[src/rtl/led_pattern_ctrl.sv]
// led_pattern_ctrl
//   Avalon-MM controlled sequencer for an 8-bit LED bank. Software programs
//   mode, seed pattern and step period; the block then steps the pattern on
//   its own. Optional push-button pause/resume when LED_PATTERN_BUTTON_EN is
//   defined (otherwise `button` is ignored and HOLD is never entered).
//
// Ports
//   clk, reset          : system clock, synchronous active-high reset
//   avs_s0_address[1:0] : 0 CTRL, 1 PATTERN, 2 PERIOD, 3 STATUS
//   avs_s0_read/write   : read / write strobes
//   avs_s0_writedata    : write data
//   avs_s0_readdata     : registered read data (valid the cycle after read)
//   button[3:0]         : active-low asynchronous push-buttons (bit 0 used)
//   leds[7:0]           : active-high LED drive
module led_pattern_ctrl #(
  parameter int unsigned DEFAULT_PERIOD  = 25_000_000,
  parameter int unsigned DEBOUNCE_CYCLES = 500_000
) (
  input  logic        clk,
  input  logic        reset,
  input  logic [1:0]  avs_s0_address,
  input  logic        avs_s0_read,
  input  logic        avs_s0_write,
  input  logic [31:0] avs_s0_writedata,
  output logic [31:0] avs_s0_readdata,
  input  logic [3:0]  button,
  output logic [7:0]  leds
);

  typedef enum logic [1:0] {S_IDLE, S_RUN, S_HOLD} state_t;

  localparam logic [1:0] MODE_STATIC = 2'd0;
  localparam logic [1:0] MODE_ROTATE = 2'd1;
  localparam logic [1:0] MODE_BOUNCE = 2'd2;
  localparam logic [1:0] MODE_COUNT  = 2'd3;

  state_t      state_q, state_d;
  logic        run_q;
  logic [1:0]  mode_q;
  logic [31:0] period_q;
  logic [31:0] presc_q;
  logic [15:0] step_cnt_q;
  logic        dir_q;          // 0 = left, 1 = right
  logic [7:0]  leds_q;

  logic        wr_ctrl, wr_pat, wr_per, reg_write;
  logic [31:0] period_m1;
  logic        presc_match;
  logic        presc_run;
  logic        step_en;
  logic        start_run;
  logic        press;

  assign wr_ctrl   = avs_s0_write && (avs_s0_address == 2'd0);
  assign wr_pat    = avs_s0_write && (avs_s0_address == 2'd1);
  assign wr_per    = avs_s0_write && (avs_s0_address == 2'd2);
  assign reg_write = wr_ctrl || wr_pat || wr_per;

  // PERIOD of 0 behaves as 1, so the match value is max(PERIOD,1)-1.
  assign period_m1   = (period_q == '0) ? '0 : period_q - 32'd1;
  assign presc_match = (presc_q == period_m1);

`ifdef LED_PATTERN_BUTTON_EN
  logic [3:0]  sync1_q, sync2_q;
  logic        raw_press;
  logic        acc_q, acc_prev_q;
  logic [31:0] db_cnt_q;
  logic        unused_sync;

  assign raw_press   = ~sync2_q[0];
  assign unused_sync = ^sync2_q[3:1];

  always_ff @(posedge clk) begin
    if (reset) begin
      sync1_q    <= '1;
      sync2_q    <= '1;
      acc_q      <= 1'b0;
      acc_prev_q <= 1'b0;
      db_cnt_q   <= '0;
    end else begin
      sync1_q    <= button;
      sync2_q    <= sync1_q;
      acc_prev_q <= acc_q;
      if (raw_press == acc_q) begin
        db_cnt_q <= '0;
      end else if (db_cnt_q == 32'(DEBOUNCE_CYCLES - 1)) begin
        acc_q    <= raw_press;
        db_cnt_q <= '0;
      end else begin
        db_cnt_q <= db_cnt_q + 32'd1;
      end
    end
  end

  assign press = acc_q && !acc_prev_q;
`else
  logic unused_button;
  assign unused_button = ^button;
  assign press         = 1'b0;
`endif

  // Next state and step qualification. A CTRL write in the same cycle as a
  // press takes priority and the press is discarded.
  always_comb begin
    state_d   = state_q;
    presc_run = 1'b0;
    step_en   = 1'b0;
    start_run = 1'b0;
    case (state_q)
      S_IDLE: begin
        if (wr_ctrl && avs_s0_writedata[0]) begin
          state_d   = S_RUN;
          start_run = 1'b1;
        end
      end
      S_RUN: begin
        presc_run = 1'b1;
        step_en   = presc_match && !reg_write;
        if (wr_ctrl) begin
          if (!avs_s0_writedata[0]) state_d = S_IDLE;
        end else if (press) begin
          state_d = S_HOLD;
        end
      end
      S_HOLD: begin
        if (wr_ctrl) begin
          if (!avs_s0_writedata[0]) state_d = S_IDLE;
        end else if (press) begin
          state_d = S_RUN;
        end
      end
      default: state_d = S_IDLE;
    endcase
  end

  always_ff @(posedge clk) begin
    if (reset) state_q <= S_IDLE;
    else       state_q <= state_d;
  end

  // Registers, prescaler and pattern datapath. A write landing on a due
  // step suppresses the step; the prescaler still wraps to 0.
  always_ff @(posedge clk) begin
    if (reset) begin
      run_q      <= 1'b0;
      mode_q     <= MODE_STATIC;
      period_q   <= 32'(DEFAULT_PERIOD);
      presc_q    <= '0;
      step_cnt_q <= '0;
      dir_q      <= 1'b0;
      leds_q     <= '0;
    end else begin
      if (wr_ctrl) begin
        run_q  <= avs_s0_writedata[0];
        mode_q <= avs_s0_writedata[2:1];
      end
      if (wr_per) period_q <= avs_s0_writedata;

      if (wr_per || start_run) presc_q <= '0;
      else if (presc_run)      presc_q <= presc_match ? '0 : presc_q + 32'd1;

      if (start_run)    step_cnt_q <= '0;
      else if (step_en) step_cnt_q <= step_cnt_q + 16'd1;

      if (wr_ctrl && (avs_s0_writedata[2:1] != mode_q)) begin
        dir_q <= 1'b0;
      end else if (step_en && (mode_q == MODE_BOUNCE) && (leds_q != '0)) begin
        if (!dir_q && leds_q[7])     dir_q <= 1'b1;
        else if (dir_q && leds_q[0]) dir_q <= 1'b0;
      end

      if (wr_pat) begin
        leds_q <= avs_s0_writedata[7:0];
      end else if (step_en) begin
        case (mode_q)
          MODE_STATIC: leds_q <= leds_q;
          MODE_ROTATE: leds_q <= {leds_q[6:0], leds_q[7]};
          MODE_BOUNCE: begin
            if (!dir_q) leds_q <= leds_q[7] ? (leds_q >> 1) : (leds_q << 1);
            else        leds_q <= leds_q[0] ? (leds_q << 1) : (leds_q >> 1);
          end
          MODE_COUNT:  leds_q <= leds_q + 8'd1;
          default:     leds_q <= leds_q;
        endcase
      end
    end
  end

  always_ff @(posedge clk) begin
    if (reset) begin
      avs_s0_readdata <= '0;
    end else if (avs_s0_read) begin
      case (avs_s0_address)
        2'd0:    avs_s0_readdata <= {29'd0, mode_q, run_q};
        2'd1:    avs_s0_readdata <= {24'd0, leds_q};
        2'd2:    avs_s0_readdata <= period_q;
        default: avs_s0_readdata <= {step_cnt_q, leds_q, 6'd0,
                                     state_q == S_HOLD, state_q == S_RUN};
      endcase
    end
  end

  assign leds = leds_q;

endmodule

[config.mk]
export PLATFORM = sky130hd
export DESIGN_NAME = led_pattern_ctrl
export DESIGN_NICKNAME = d
export VERILOG_FILES = /design/src/rtl/led_pattern_ctrl.sv
export SDC_FILE = /design/constraint.sdc
export NUM_CORES = 1
export LEC_CHECK = 0
export ABC_AREA = 1
export BUFFER_PORTS_ARGS = -buffer_cell sky130_fd_sc_hd__buf_2
export CORE_ASPECT_RATIO = 0.9
export CORE_UTILIZATION = 50
export DETAILED_ROUTE_END_ITERATION = 7
export HOLD_SLACK_MARGIN = 0.06
export PLACE_DENSITY = 0.77
export REMOVE_ABC_BUFFERS = 1
export SYNTH_ARGS = -nofsm -noshare
export SYNTH_HDL_FRONTEND = slang
export SYNTH_SLANG_ARGS = --single-unit
[constraint.sdc]
create_clock -name clk -period 5.71 [get_ports clk]
set_input_delay 1.142 -clock clk [delete_from_list [all_inputs] [get_ports clk]]
set_output_delay 1.142 -clock clk [all_outputs]
set_load 0.03 [all_outputs]
==> metrics.md, run 1 <==
| Metric | Value |
|---|---|
| Vias in the first global route | `between 8000 and 9000` |
| Gr usage total | `0.310` |
| Weighted congestion at the end of routability-driven global placement | `around 1.0` |
| Worst setup timing slack at the placement stage | `~2.1 ns` |
| Maximum single-stage delay on the critical path | `0.55 ns` |
| Area of the mapped netlist | `between 8000 and 9000 um^2` |
| Drt drc | `0` |
| Area of the placeable core | `15700 um^2` |
| Max Fanout on Critical Path | `52` |
| Cell count after synthesis | `between 1000 and 1500` |
| EDFF count, synth | `0` |
| Worst slew pin tran | `1.06 ns` |
| Top cells by area, synth | `dfxtp_1 31%, nand2_1 13%, nor2_1 8.4%` |
| Final setup violation count | `0` |
| Number of slew-limit violations in the final report | `0` |
| Leakage power total | `~0.0040 uW` |
| Cell area reported after detailed placement | `~8600 um^2` |
| Initial standard-cell utilization of the core | `0.520` |
| Number of gates resized after cts | `0` |
| CP top delay family | `simple AND/OR/NAND/NOR gates` |
| Sink Count | `approximately 130` |
| Worst-path cell with the longest stage delay | `inv_1` |
| Vias after detailed routing | `about 8900` |
| Number of buffers inserted during clock tree synthesis | `17` |
| Pre-Repair DR Iteration Count | `5` |
| Power density over cell area | `258 nW/um^2` |
| Final design utilization | `0.589` |
| Required arrival time at the worst endpoint | `around 6.0 ns` |
| Worst EP arrival | `approximately 4.0 ns` |
| Setup repair after global routing missed its margin | `false` |
| YS warnings | `0` |
| X dimension of the die | `between 100 and 150 um` |
| Post-Layout Inst Area | `9220 um^2` |
| Worst Slack Setup Final | `2.06 ns` |
| Share of cells above drive strength 1 | `0.125` |
| Min-Delay Path Class | `reg -> reg` |
| Async SR Flop Fraction | `0` |
| Worst IR drop on VDD | `0.000202 V` |
| Number of top-level design ports | `82` |
| Crit path buf inv count | `2` |
| Cell chain of the critical path | `inv_1 > ha_1 > nand2_1 > nor2_1 > nand2_1 > nor2_1 > nand2_4 > nand3_1 > nand2_1 > nor2_1 > nand2_1 > nor2_1 > nand2_1 > nor2_1 > nand3_1 > nor2_1 > nor2_2 > inv_1 > nor2_1 > o21a_1` |
| Max frequency | `~270 MHz` |
| Gr ovfl total | `0` |
| Avg Synthesized Cell Area | `approximately 6.3 um^2` |
| Hold Worst Slack | `around 0.47 ns` |
| Unique cell type count in the Yosys netlist | `between 40 and 50` |
| First-pass GRT wire length | `40.2 mm` |
| DRT Wirelength | `24.9 mm` |
| Worst setup path class | `reg -> reg` |
| Layout-stage area growth over the synthesis result | `13.3%` |
| Final total negative setup slack | `0 ns` |
| Most numerous cell on the critical path | `nor2_1` |
| Number of H-tree branching levels | `4` |
| TritonCTS clock tree | `built` |
| Number of rows in the core area | `43` |
| Drt first-iter violations | `840` |
| Library cell with the highest instance count after synthesis | `nand2_1` |
| Library cell with the largest summed area after synthesis | `dfxtp_1` |
| NumNets Final | `around 1400` |
| Via density per instance | `~5.7` |
| Ant diodes | `0` |
| Fin Clk Skew | `approximately 0.012 ns` |
| Count of antenna-violating nets left after detailed routing | `0` |
| Synthesized flop and latch total | `roughly 130` |
| Clock-pin transition on the worst setup and hold timing paths | `0.06 ns` |
| Fin crit share | `0.639` |
| Total of hold buffers inserted after clock tree synthesis | `0` |
| Crit path time final | `~3.6 ns` |
| Die area | `16800 um^2` |
| Antenna violations before repair | `0` |
| Later-pin clock latency in the skew report | `about 0.43 ns` |
| Category of the worst setup path launch point | `flop` |
| Maximum clock insertion buffer count | `2` |
| Run status | `complete, no violations` |
| Critical Path Sink Type | `flop` |
| Main flop type after synthesis | `dfxtp_1` |
| Commonest cells post-synth | `275 x nand2_1, 183 x nor2_1, 170 x inv_1` |
| Final hold viol count | `0` |
| Dpl hpwl | `between 15 and 20 mm` |
| Total of buffers placed on input and output ports | `just under 80` |
| Clock tree root driver cell | `clkbuf_16` |
| Number of buffers inserted to repair setup after CTS | `0` |
| Maximum number of pins on one net before global-route repair | `70` |
| MaxCap Viol Count | `0` |
| Routed len/inst | `around 16 um` |
| Worst rel slew slack | `0.295` |
| Sequential cell area fraction in the yosys report | `0.307` |
| Post-synth top area share | `0.307` |
| Die Ht | `123 um` |
==> where the power goes <==
group / total, uW / switching (uW) / internal [uW]
logic: 320 / 225 / 95.1
clock network: 1130 / 434 / 693
registers: 931 / 30.2 / 901
total: 2380 / 689 / 1690
==> worst paths after layout <==
path / slack, ns / cells after the start / endpoint / start
max: 2.06 / 20 / presc_q[26] / period_q[0]
min: 0.47 / 2 / avs_s0_readdata[1] / avs_s0_readdata[1]
min reg2reg: 0.47 / 2 / avs_s0_readdata[1] / avs_s0_readdata[1]
max reg2reg: 2.06 / 20 / presc_q[26] / period_q[0]
==> registers in the layout (all words and copies together), names as in the netlist <==
name,count
avs_s0_readdata,32
dir_q,1
leds,8
mode_q,2
period_q,32
presc_q,32
run_q,1
state_q,1
step_cnt_q,16
==> cell families (layout without fill, tap and decap cells) <==
kind of cell | after synthesis | in the layout | share of synthesized area
AOI/OAI and AO/OA | 215 | 215 | 0.156
and+or+nand+nor | 680 | 680 | 0.382
DFF | 125 | 125 | 0.307
adders and majority gates | 7 | 7 | 0.0108
xor gates and xnor gates | 34 | 34 | 0.0375
buffers and inverters | 221 | 291 | 0.107
==> stage by stage <==
step,std cells,power (uW)
finish,1554,2380
global route,1554,2460
CTS,1554,2370
detailed placement,1522,1260
global placement,1522,1260
floorplan,1239,1160
==> final cells by class <==
class	instances	area, um^2
fillers	1464	6430
clock inverters	11	133
multi-input cells	936	4770
repair buffers	81	415
clock buffers	21	480
inverters	178	668
well taps	202	253
flip-flops and latches	125	2500
==> cells in the final DEF (no fill, tap or decap), drive strengths merged, types with 2 or more instances in the layout <==
master,count
a211oi,2
a21oi,55
and3,2
buf,81
bufinv,2
clkbuf,21
clkinv,8
clkinvlp,2
dfxtp,125
ha,7
inv,177
nand2,285
nand3,90
nand4,55
nor2,207
nor3,33
nor4,5
o2111ai,3
o211ai,17
o21ai,98
o221ai,29
o22ai,6
xnor2,3
xor2,31
==> worst reg2reg max path, delay by kind of cell, from the launching register on <==
kind                     cells  cell delay (ns)
buffers and inverters        2             0.77
AND/OR/NAND/NOR             16             2.06
adder cells (fa/ha/maj)      1             0.25
flip-flops                   1             0.32
AO/OA/AOI/OAI                1             0.14
==> layer usage <==
metal / wire length, um / share of wire / vias to the layer above / GRT usage
li1: - / - / 4349 / -
met1: 11600 / 0.47 / 4060 / 0.432
met2: 10700 / 0.43 / 429 / 0.484
met3: 2270 / 0.091 / 34 / 0.0664
met4: 329 / 0.013 / 0 / 0.0813
met5: 0 / 0 / - / 0
(Power assumes the default switching activity.)
==> run 2: changes to the inputs <==
PLACE_DENSITY = 0.8   (was 0.77)
clock period = 3.2 ns   (was 5.71 ns; I/O delays follow)
==> metrics.md, run 2 (synthesized netlist as in run 1, its figures left out) <==
| Metric | Value |
|---|---|
| Fin crit share | `0.950 (+0.311)` |
| Max Fanout on Critical Path | `20 (-62%)` |
| Gr usage total | `0.313 (+0.00288)` |
| Post-Layout Inst Area | `9480 um^2 (+2.8%)` |
| Regs by FF count | `avs_s0_readdata: 32 flops, period_q: 32 flops, presc_q: 32 flops` |
| Number of rows in the core area | `43 (unchanged)` |
| Endpoint of the worst register-to-register path | `presc_q[2]` |
| Cell chain of the critical path | `inv_2 > ha_1 > nand2_2 > nor2_4 > nand2_1 > o21ai_1 > nand3_1 > nand2_1 > nand2_1 > nor2_1 > nand2_1 > nor2_1 > nand3_2 > nor2_2 > buf_4 > nor2_2 > inv_1 > buf_12 > nor3_1` |
| Max frequency | `329 MHz (+20%)` |
| Drt drc | `0 (unchanged)` |
| Worst rel slew slack | `0.297 (+0.00194)` |
| Maximum single-stage delay on the critical path | `0.33 ns (-0.22 ns)` |
| Cell area reported after detailed placement | `8780 um^2 (+2.0%)` |
| Initial standard-cell utilization of the core | `0.520 (unchanged)` |
| Clock-pin transition on the worst setup and hold timing paths | `0.06 ns (about the same)` |
| DRT Wirelength | `25.8 mm (+3.7%)` |
| Number of H-tree branching levels | `4 (unchanged)` |
| Count of antenna-violating nets left after detailed routing | `0 (unchanged)` |
| Worst slew pin tran | `1.05 ns (-0.00262 ns)` |
| Worst-path cell with the longest stage delay | `dfxtp_1` |
| Drt first-iter violations | `879 (+4.6%)` |
| Crit path buf inv count | `4 (+2)` |
| Min-delay src | `avs_s0_writedata[18]` |
| Capture endpoint of the worst hold path | `period_q[18]` |
| Via density per instance | `5.69 (-0.34%)` |
| Worst Hold Depth | `3 (+1)` |
| Gr ovfl total | `0 (unchanged)` |
| Required arrival time at the worst endpoint | `3.51 ns (-2.52 ns)` |
| Leakage power total | `0.00416 uW (+3.6%)` |
| Share of cells above drive strength 1 | `0.149 (+0.0245)` |
| Worst EP arrival | `3.35 ns (-0.62 ns)` |
| Worst r2r path cells | `19 (-5.0%)` |
| CP top delay family | `simple AND/OR/NAND/NOR gates` |
| Most numerous cell on the critical path | `nand2_1` |
| Pre-Repair DR Iteration Count | `6 (+1)` |
| Number of buffers inserted during clock tree synthesis | `17 (unchanged)` |
| R2R Setup Slk | `0.16 ns (-1.90 ns)` |
| Worst setup timing slack at the placement stage | `0.104 ns (-2.01 ns)` |
| Min-Delay Path Class | `in -> reg` |
| Routed len/inst | `16.3 um (+2.0%)` |
| Maximum number of pins on one net before global-route repair | `70 (unchanged)` |
| Weighted congestion at the end of routability-driven global placement | `0.994 (-0.64%)` |
| Filler Cells Inserted | `1497 (+2.3%)` |
| MaxCap Viol Count | `0 (unchanged)` |
| Category of the worst setup path launch point | `flop` |
| Final setup violation count | `0 (unchanged)` |
| Reg-to-reg critical path startpoint | `period_q[0]` |
| Layout-stage area growth over the synthesis result | `16.5%` |
| Maximum clock insertion buffer count | `2 (unchanged)` |
| Vias after detailed routing | `8990 (+1.3%)` |
| Sequential standard cell area | `2500 um^2 (unchanged)` |
| Final design utilization | `0.606 (+0.0165)` |
| Die Ht | `123 um (unchanged)` |
| Area of the placeable core | `15700 um^2 (unchanged)` |
| Antenna violations before repair | `0 (unchanged)` |
| Critical Path Sink Type | `flop` |
| Clock tree root driver cell | `clkbuf_16` |
| Die area | `16800 um^2 (unchanged)` |
| Final hold viol count | `0 (unchanged)` |
| Dpl hpwl | `19.4 mm (+2.7%)` |
| Most used cells in the layout excluding fill and tap cells | `275 x nand2_1, 178 x nor2_1, 168 x inv_1` |
| First-pass GRT wire length | `40.4 mm (+0.62%)` |
| TritonCTS clock tree | `built` |
| Worst setup path class | `reg -> reg` |
| Crit path time final | `3.04 ns (-0.608 ns)` |
| Total of buffers placed on input and output ports | `77 (unchanged)` |
| Vias in the first global route | `7893 (-1.5%)` |
| Fin Clk Skew | `0.0144 ns (+0.00227 ns)` |
| Number of slew-limit violations in the final report | `0 (unchanged)` |
| X dimension of the die | `136 um (unchanged)` |
| NumNets Final | `1415 (+1.9%)` |
| Worst Slack Setup Final | `0.161 ns (-1.90 ns)` |
| CP startpoint | `period_q[0]` |
| Run status | `complete, no violations` |
| Ant diodes | `0 (unchanged)` |
| Number of top-level design ports | `82 (unchanged)` |
| Most common cell after layout, fill and taps aside | `nand2_1` |
| Worst IR drop on VDD | `0.000391 V (+93%)` |
| Later-pin clock latency in the skew report | `0.43 ns (about the same)` |
| Power density over cell area | `454 nW/um^2 (+76%)` |
| Sink Count | `125 (unchanged)` |
| Total area of multi-input combinational cells | `4810 um^2 (+0.92%)` |
run 2: stage by stage:
step | TNS [ns] | hold slack (ns) | total power [uW] | instances
after floorplan | -0.455 | 0.440 | 2060 | 1239
after global placement | 0 | 0.455 | 2260 | 1542
after detailed placement | 0 | 0.459 | 2270 | 1542
after CTS | 0 | 0.429 | 4290 | 1573
after global routing | -0.405 | 0.448 | 4450 | 1580
final | 0 | 0.429 | 4310 | 1580
run 2: routing by layer:
layer | vias to the layer above | wire, um | GRT usage
met2 | 472 | 11100 | 0.483
met5 | - | 0 | 0
met3 | 31 | 2400 | 0.0566
li1 | 4417 | - | -
met4 | 0 | 349 | 0.0750
met1 | 4070 | 11900 | 0.449
run 2: cell type report:
class	instances	area share
Timing Repair Buffer	107	0.0670
Multi-Input combinational cell	937	0.508
Inverter	178	0.0705
Clock buffer	17	0.0449
Sequential cell	125	0.264
Clock inverter	14	0.0191
Tap cell	202	0.0267
run 2: timing repair:
item                                    4_1_cts  5_1_grt
endpoints found under the setup margin        0       53
buffers inserted                              0        6
gates resized for setup                       0       12
hold buffers                                  0        0
run 2: worst max-delay path by stage:
stage	end	cells past startpoint
floorplan	period_q[0]	6
global placement	presc_q[15]	19
global route	presc_q[2]	21
detailed placement	presc_q[13]	22
CTS	presc_q[2]	22
finish	presc_q[2]	19
run 2: worst register-to-register path, cell delays in order (launching register included):
cell and delay (ns):
dfxtp_1 0.33, inv_2 0.10, ha_1 0.20, nand2_2 0.14, nor2_4 0.20, nand2_1 0.16
o21ai_1 0.28, nand3_1 0.11, nand2_1 0.13, nand2_1 0.07, nor2_1 0.10, nand2_1 0.06
nor2_1 0.14, nand3_2 0.14, nor2_2 0.17, buf_4 0.19, nor2_2 0.06, inv_1 0.12
buf_12 0.17, nor3_1 0.08
run 2: power breakdown:
group / internal (uW) / total (uW) / switching [uW]
Clock: 1240 / 2050 / 811
Combinational: 184 / 595 / 411
Sequential: 1610 / 1660 / 52.4
